### config.mk
export PLATFORM = sky130hd
export DESIGN_NAME = hpdmc_fml_arb
export DESIGN_NICKNAME = d
export VERILOG_FILES = /design/src/rtl/hpdmc_fml_arb.sv
export SDC_FILE = /design/constraint.sdc
export NUM_CORES = 1
export LEC_CHECK = 0
export ABC_AREA = 1
export CAP_MARGIN = 5
export CORE_AREA = 2 2 246 248
export CTS_CLUSTER_DIAMETER = 40
export DETAILED_ROUTE_END_ITERATION = 8
export DIE_AREA = 0 0 248 250
export SLEW_MARGIN = 20
export SYNTH_ARGS = -nofsm -noshare
export SYNTH_HDL_FRONTEND = slang
export SYNTH_SLANG_ARGS = --single-unit
### constraint.sdc
create_clock -name sys_clk -period 3.1 [get_ports sys_clk]
set_input_delay 0.62 -clock sys_clk [delete_from_list [all_inputs] [get_ports sys_clk]]
set_output_delay 0.62 -clock sys_clk [all_outputs]
set_load 0.01 [all_outputs]
### src/rtl/hpdmc_fml_arb.sv
// ---------------------------------------------------------------------------
// hpdmc_fml_arb
//
// Round-robin arbiter sharing the single FML port of the HPDMC DDR SDRAM
// controller among up to four masters (VGA refill, CPU cache, DMA, ...).
// A grant is locked for a complete burst: the address phase (s_stb high
// until the controller acks) plus data_hold cycles of data phase, during
// which write data and byte selects keep coming from the granted master.
//
// Optional build macro:
//   FML_ARB_PRIO_EN  - master 0 has fixed highest priority when it requests;
//                      the other masters stay round-robin among themselves.
//                      Undefined: pure round-robin.
//
// Ports:
//   sys_clk, sys_rst  clock and synchronous active-high reset
//   m_adr/m_stb/m_we  packed master address, strobe and write enable
//   m_sel/m_di        packed master byte selects and write data
//   m_ack             per-master ack (only the owner sees s_ack)
//   m_do              read data broadcast to all masters
//   s_adr/s_stb/s_we  request towards the controller
//   s_sel/s_di        byte selects and write data towards the controller
//   s_ack/s_do        controller ack and read data
//   owner             index of the current or last granted master
// ---------------------------------------------------------------------------
module hpdmc_fml_arb #(
    parameter int nports      = 4,
    parameter int sdram_depth = 26,
    parameter int fml_width   = 64,
    parameter int data_hold   = 4
) (
    input  logic                              sys_clk,
    input  logic                              sys_rst,

    input  logic [nports*sdram_depth-1:0]     m_adr,
    input  logic [nports-1:0]                 m_stb,
    input  logic [nports-1:0]                 m_we,
    input  logic [nports*(fml_width/8)-1:0]   m_sel,
    input  logic [nports*fml_width-1:0]       m_di,
    output logic [nports-1:0]                 m_ack,
    output logic [fml_width-1:0]              m_do,

    output logic [sdram_depth-1:0]            s_adr,
    output logic                              s_stb,
    output logic                              s_we,
    output logic [fml_width/8-1:0]            s_sel,
    output logic [fml_width-1:0]              s_di,
    input  logic                              s_ack,
    input  logic [fml_width-1:0]              s_do,

    output logic [1:0]                        owner
);

    localparam int SelW = fml_width / 8;

    typedef enum logic [1:0] {
        IDLE = 2'd0,
        ADDR = 2'd1,
        DATA = 2'd2
    } state_t;

    state_t      r_state;
    state_t      w_stateNext;
    logic [1:0]  r_owner;
    logic [1:0]  w_ownerNext;
    logic [3:0]  r_holdCnt;
    logic [3:0]  w_holdCntNext;

    // Scan the requesters starting just after the last owner, wrapping
    // modulo nports, so the last-served master has lowest priority.
    function automatic logic [1:0] pickNext(input logic [nports-1:0] stb,
                                            input logic [1:0]        last);
        logic [1:0] pick;
        logic       found;
        int         idx;
        pick  = last;
        found = 1'b0;
        for (int k = 1; k <= nports; k++) begin
            idx = (int'(last) + k) % nports;
            if (!found && stb[idx]) begin
                pick  = 2'(idx);
                found = 1'b1;
            end
        end
`ifdef FML_ARB_PRIO_EN
        // Display refill must never underrun, so master 0 overrides.
        if (stb[0]) begin
            pick = 2'd0;
        end
`endif
        return pick;
    endfunction

    // State, owner and hold counter registers.
    always_ff @(posedge sys_clk) begin
        if (sys_rst) begin
            r_state   <= IDLE;
            r_owner   <= 2'(nports - 1);
            r_holdCnt <= 4'd0;
        end else begin
            r_state   <= w_stateNext;
            r_owner   <= w_ownerNext;
            r_holdCnt <= w_holdCntNext;
        end
    end

    // Next-state logic. The owner is only updated when leaving IDLE, so it
    // stays stable through ADDR and DATA and the data steering follows it.
    always_comb begin
        w_stateNext   = r_state;
        w_ownerNext   = r_owner;
        w_holdCntNext = r_holdCnt;
        case (r_state)
            IDLE: begin
                if (|m_stb) begin
                    w_ownerNext = pickNext(m_stb, r_owner);
                    w_stateNext = ADDR;
                end
            end
            ADDR: begin
                // A dropped strobe here is a master protocol error; we keep
                // waiting for the controller rather than abandon its command.
                if (s_ack) begin
                    w_holdCntNext = 4'(data_hold);
                    w_stateNext   = DATA;
                end
            end
            DATA: begin
                w_holdCntNext = r_holdCnt - 4'd1;
                if (r_holdCnt == 4'd1) begin
                    w_stateNext = IDLE;
                end
            end
            default: begin
                w_stateNext = IDLE;
            end
        endcase
    end

    // Steer the owner's address, write enable, selects and data to the
    // controller; ack is routed only to the owner during the address phase.
    always_comb begin
        s_adr = '0;
        s_we  = 1'b0;
        s_sel = '0;
        s_di  = '0;
        m_ack = '0;
        for (int i = 0; i < nports; i++) begin
            if (r_owner == 2'(i)) begin
                s_adr    = m_adr[i*sdram_depth +: sdram_depth];
                s_we     = m_we[i];
                s_sel    = m_sel[i*SelW +: SelW];
                s_di     = m_di[i*fml_width +: fml_width];
                m_ack[i] = (r_state == ADDR) && s_ack;
            end
        end
    end

    assign s_stb = (r_state == ADDR);
    assign m_do  = s_do;
    assign owner = r_owner;

endmodule

-- Yosys cells after proc, flatten, opt, wreduce, memory -nomap -nowiden
Cells that the tools add are included.
- register bits after elaboration: 8
- input bits: 467
- output and inout bits: 170
- word-level logic and storage cells: 95
- $add $sub $neg: 5
- $lt $le $gt $ge: 4
- equality and inequality tests: 9
- mux-type cells: 51
- bitwise operators: 4
- reduce and logical (&&, ||, !) cells: 19
- operators with widths (cell ; number):
    two-way mux 64 bit ; 4
    two-way mux 26 bit ; 4
    two-way mux 8 bit ; 4
    two-way mux 1 bit ; 25
    less-than comparator 3 x 4 -> 1 bit (second input constant) ; 4
    two-way mux 2 bit ; 7
    binary-select mux 1 bit (select 2 bit) ; 4
    case mux 4 bit (2 select lines) ; 1
    OR reduction 2 bit ; 4
    equality test 2 bit (second input constant) ; 3
    case mux 2 bit (3 select lines) ; 1
    AND reduction 3 bit ; 2
    adder 2 x 1 -> 2 bit (second input constant) ; 2
    adder 2 bit (second input constant) ; 2
    bitwise AND 1 bit (first input constant) ; 4
    equality test 2 x 1 -> 1 bit (second input constant) ; 2
    equality test 4 x 1 -> 1 bit (second input constant) ; 1
    logical AND 1 bit ; 4
    zero test 2 bit ; 2
    two-way mux 4 bit ; 1
    != test 2 bit (second input constant) ; 2
    nonzero test 4 bit ; 1
    OR reduction 4 bit ; 1
    subtractor 4 x 1 -> 4 bit (second input constant) ; 1
    4 further kinds ; 6

-- Logic depth before layout (Yosys ltp)
- word-level depth: 23
- mapped depth: 10
- depth with buffers taken out: 10

-- Least setup slack after synthesis
OpenSTA, ideal clock, no wires.
- path type: reg-to-output
- start point: reg r_owner[0] (netlist: owner[0])
- end point: out s_adr[10]
- arrival: 1.684 ns
- data required time: 2.480 ns
- path slack: 0.796 ns
- stages on the path, launching flop included: 8
- path buffers: 2
- cell sequence: dfxtp_1 inv_2 ha_1 buf_2 inv_2 clkbuf_1 o21ai_0 o21ai_0
- longest elaborated chain between the ends: 5
- elaborated cells between the ends (all ways): 8
- those cells by class: eq/ne: 3; mux: 4; reduce/logical: 1
- ends and longest elaborated chain (what ; line ; RTL):
    from (decl) ; 64 ; logic [1:0] r_owner;
    from (signal assigned) ; 98 ; r_owner <= 2'(nports - 1);
    from (signal assigned) ; 102 ; r_owner <= w_ownerNext;
    zero test 2 bit ; 149 ; if (r_owner == 2'(i)) begin
    two-way mux 26 bit (3 in series) ; 149 ;
    two-way mux 26 bit * ; 149 ;
    to (decl) ; 43 ; output logic [sdram_depth-1:0] s_adr,
Mark *: on every way between the ends. The rest lies on a longest branch, timed or not.

-- Worst setup path in the final report
- start point: reg r_owner[0] (netlist: owner[0])
- end point: out s_di[26]
- longest elaborated chain between the ends: 5
- elaborated cells between the ends (all ways): 8
- those cells by class: eq/ne: 3; mux: 4; reduce/logical: 1
- ends and longest elaborated chain (what ; line ; RTL):
    zero test 2 bit ; 149 ;
    two-way mux 64 bit (3 in series) ; 149 ;
    two-way mux 64 bit * ; 149 ;
    to (decl) ; 47 ; output logic [fml_width-1:0] s_di,
Marked as above.

==> results.json <==
{
  "clock-root-buffer": "clkbuf_16",
  "area_delta_synth_final_pct": 157,
  "ir_drop_mv": 0.352,
  "slowest_stage": "clkdlybuf4s50_1",
  "min_period_ns": 2.96,
  "finalSetupViolations": 0,
  "syn_area_sq_um": 4020,
  "die_h_microns": 250,
  "portBuffers": 508,
  "synth_common_cells": "330 x nand2_1, 171 x o21ai_0, 105 x a21oi_1",
  "rsz0062_at_grt": "false",
  "fin_crit_sh": 0.953,
  "synth-edff-count": 0,
  "place.gp.congestion": 0.827,
  "use_met2": 0.193,
  "cts_inserted_buffers": 3,
  "skew_ns": 0.000970,
  "drive_gt1_frac": 0.0722,
  "clkSinkCount": 8,
  "die_area_sq_um": 62000,
  "grtUsageMet1": 0.108,
  "syn-num-nets": 1301,
  "tns_ns": 0,
  "crit_family": "buffers and inverters",
  "hold_viol": 0,
  "num_rows": 90,
  "timing.final.ws_setup_ns": 0.145,
  "timing.rr.start": "owner[0]",
  "synth_adder_area_share": 0.0187,
  "via_per_inst": 3.53,
  "syn_inst": 828,
  "grt_pass1_vias": 7025,
  "synth_cell_types": 20,
  "cp.arrival_ns": 2.34,
  "clk_pin_slew_ns": 0.04,
  "yosysMostFrequentCell": "nand2_1",
  "worstPathRequired_ns": 2.48,
  "cp_common_cell": "o21ai_0",
  "synth_top_family_by_area": "compound AO/OA/AOI/OAI gates",
  "yosysTopAreaCell": "nand2_1",
  "cp-end-kind": "output pin",
  "grt_antenna_before_repair": 6,
  "cap_violations": 0,
  "cp.buffers_inverters": 5,
  "core_area_sq_um": 59600,
  "htreeDepth": 1,
  "status": "complete, no violations",
  "power.total_mw": 8.08,
  "worstSetupPathType": "flip-flop to output pin",
  "routed_wl_mm": 35.8,
  "initial_core_util": 0.0675,
  "synth_xor_area_frac": 0,
  "cts_buffer_depth": 2,
  "grt_max_degree": 75,
  "cts_tree": "done",
  "busiest_layer": "met2",
  "startpoint": "owner[0]",
  "yosysTopAreaCellShare": 0.308,
  "synth-simple-area-share": 0.346,
  "leakagePower_nw": 4.73,
  "final_antenna_net_count": 0,
  "min_from": "r_holdCnt[3]",
  "maxSlewViolCount": 0,
  "grtUsageMet3": 0.0443,
  "grt_pass1_wl_mm": 47.2,
  "worstMarginPinSlew_ns": 0.544,
  "cp_max_fo": 51,
  "postCtsHoldBufs": 0,
  "synth_top_flop_cell": "dfxtp_1",
  "num_vias": 7261,
  "clk_latency_ns": 0.23,
  "syn_area_per_cell_sq_um": 4.86,
  "pin_count": 637,
  "track_usage": 0.104,
  "synthMuxAreaShare": 0,
  "wire_per_inst_microns": 17.4,
  "ys_seq_area_frac": 0.0398,
  "crit_path_start_kind": "flip-flop",
  "synth-compound-area-share": 0.383,
  "drc_errors": 0,
  "diodes": 0,
  "synth_seq_cells": 8,
  "final_nets": 1750,
  "hpwlAfterDp_mm": 28.4,
  "dr.pass1.iters": 7,
  "max_stage_delay_ns": 0.61,
  "die_w_microns": 248,
  "post-place-ws_ns": -0.0622,
  "holdCritPathClass": "flip-flop to flip-flop",
  "crit_chain": "inv_2, buf_4, ha_4, clkinv_2, buf_12, o21ai_0, o21ai_0, clkdlybuf4s50_1",
  "p_per_area_nw_per_um2": 782,
  "fin_util": 0.173,
  "relSlewSlack": 0.634,
  "fmaxAchievable_ghz": 0.338,
  "yosys_warnings": 0,
  "grt.overflow.total": 0,
  "synth-async-reset-ratio": 0,
  "drt_iter0_drc": 242,
  "yosys-top-cells-area": "nand2_1 31%, o21ai_0 21%, buf_4 14%"
}
stage by stage:
stage	cell area [sq um]	hold WS (ns)	instances
finish	10300	0.464	2057
global route	10300	0.484	2057
CTS	10100	0.466	2056
detailed placement	9920	0.460	2046
global placement	9920	0.451	2046
floorplan	4020	0.442	828
routing by layer:
layer  share of wire  vias to the layer above
li1                -                     3581
met1            0.36                     3164
met2            0.49                      466
met3            0.13                       44
met4           0.023                        6
met5         0.00087                        -
cell type report:
cell class / instances / area [sq um]
fillers: 6828 / 49200
repair buffers: 572 / 5990
inverters: 18 / 68.8
multi-input cells: 674 / 3050
clock buffers: 3 / 75.1
well taps: 782 / 978
flip-flops and latches: 8 / 160
power by group:
part           switching [mW]  internal (mW)
combinational            4.11           3.61
sequential             0.0166          0.124
clock                  0.0499          0.166
what timing repair did:
| action | CTS | global route |
|---|---|---|
| resized for setup | 29 | 75 |
| buffers inserted | 4 | 1 |
| setup endpoints to repair | 22 | 75 |
| pin swaps | 4 | 3 |
| cloned | 3 | 1 |
| hold endpoints to repair | 0 | 0 |
worst register-to-register path: stages (launching register included):
cell     delay, ns
dfxtp_1       0.40
inv_2         0.06
ha_1          0.37
inv_1         0.09
nand3_1       0.10
nand2_2       0.09
nand3_1       0.14
nand2_1       0.09
a21oi_1       0.14
nand2_1       0.05
logic make-up (layout without fill, tap and decap cells):
group                    after synthesis  after routing
buffers and inverters                146            593
adder cells (fa/ha/maj)                6              6
AO/OA/AOI/OAI                        307            307
AND/OR/NAND/NOR                      361            361
flip-flops                             8              8
placed cells by master, fill, tap and decap left out, types with 2 or more instances in the layout:
cell | synthesis | routed
clkdlybuf4s50_1 | 0 | 423
nand2_1 | 330 | 330
o21ai_0 | 171 | 152
a21oi_1 | 105 | 104
dlymetal6s2s_1 | 0 | 63
buf_4 | 77 | 56
o21ai_1 | 29 | 46
inv_1 | 16 | 15
nand3_1 | 14 | 14
buf_12 | 0 | 14
nor2_1 | 12 | 12
dlygate4sd2_1 | 0 | 9
dfxtp_1 | 8 | 8
clkbuf_16 | 0 | 4
ha_1 | 6 | 3
ha_4 | 0 | 3
bufbuf_16 | 0 | 3
o21ai_2 | 0 | 2
inv_2 | 2 | 2
nand4_1 | 2 | 2
buf_16 | 0 | 2
sequential cells by signal, summed over array words and instances (netlist names):
name,count
r_holdCnt,4
owner,2
r_state,2
path summary, 6_finish.rpt:
check	endpoint	slack [ns]	depth (start not counted)
max	s_di[26]	0.14	8
min	r_holdCnt[3]	0.46	2
max reg2reg	owner[1]	1.45	9
min reg2reg	r_holdCnt[3]	0.46	2
Note: power is estimated with default switching activity, not from simulation.
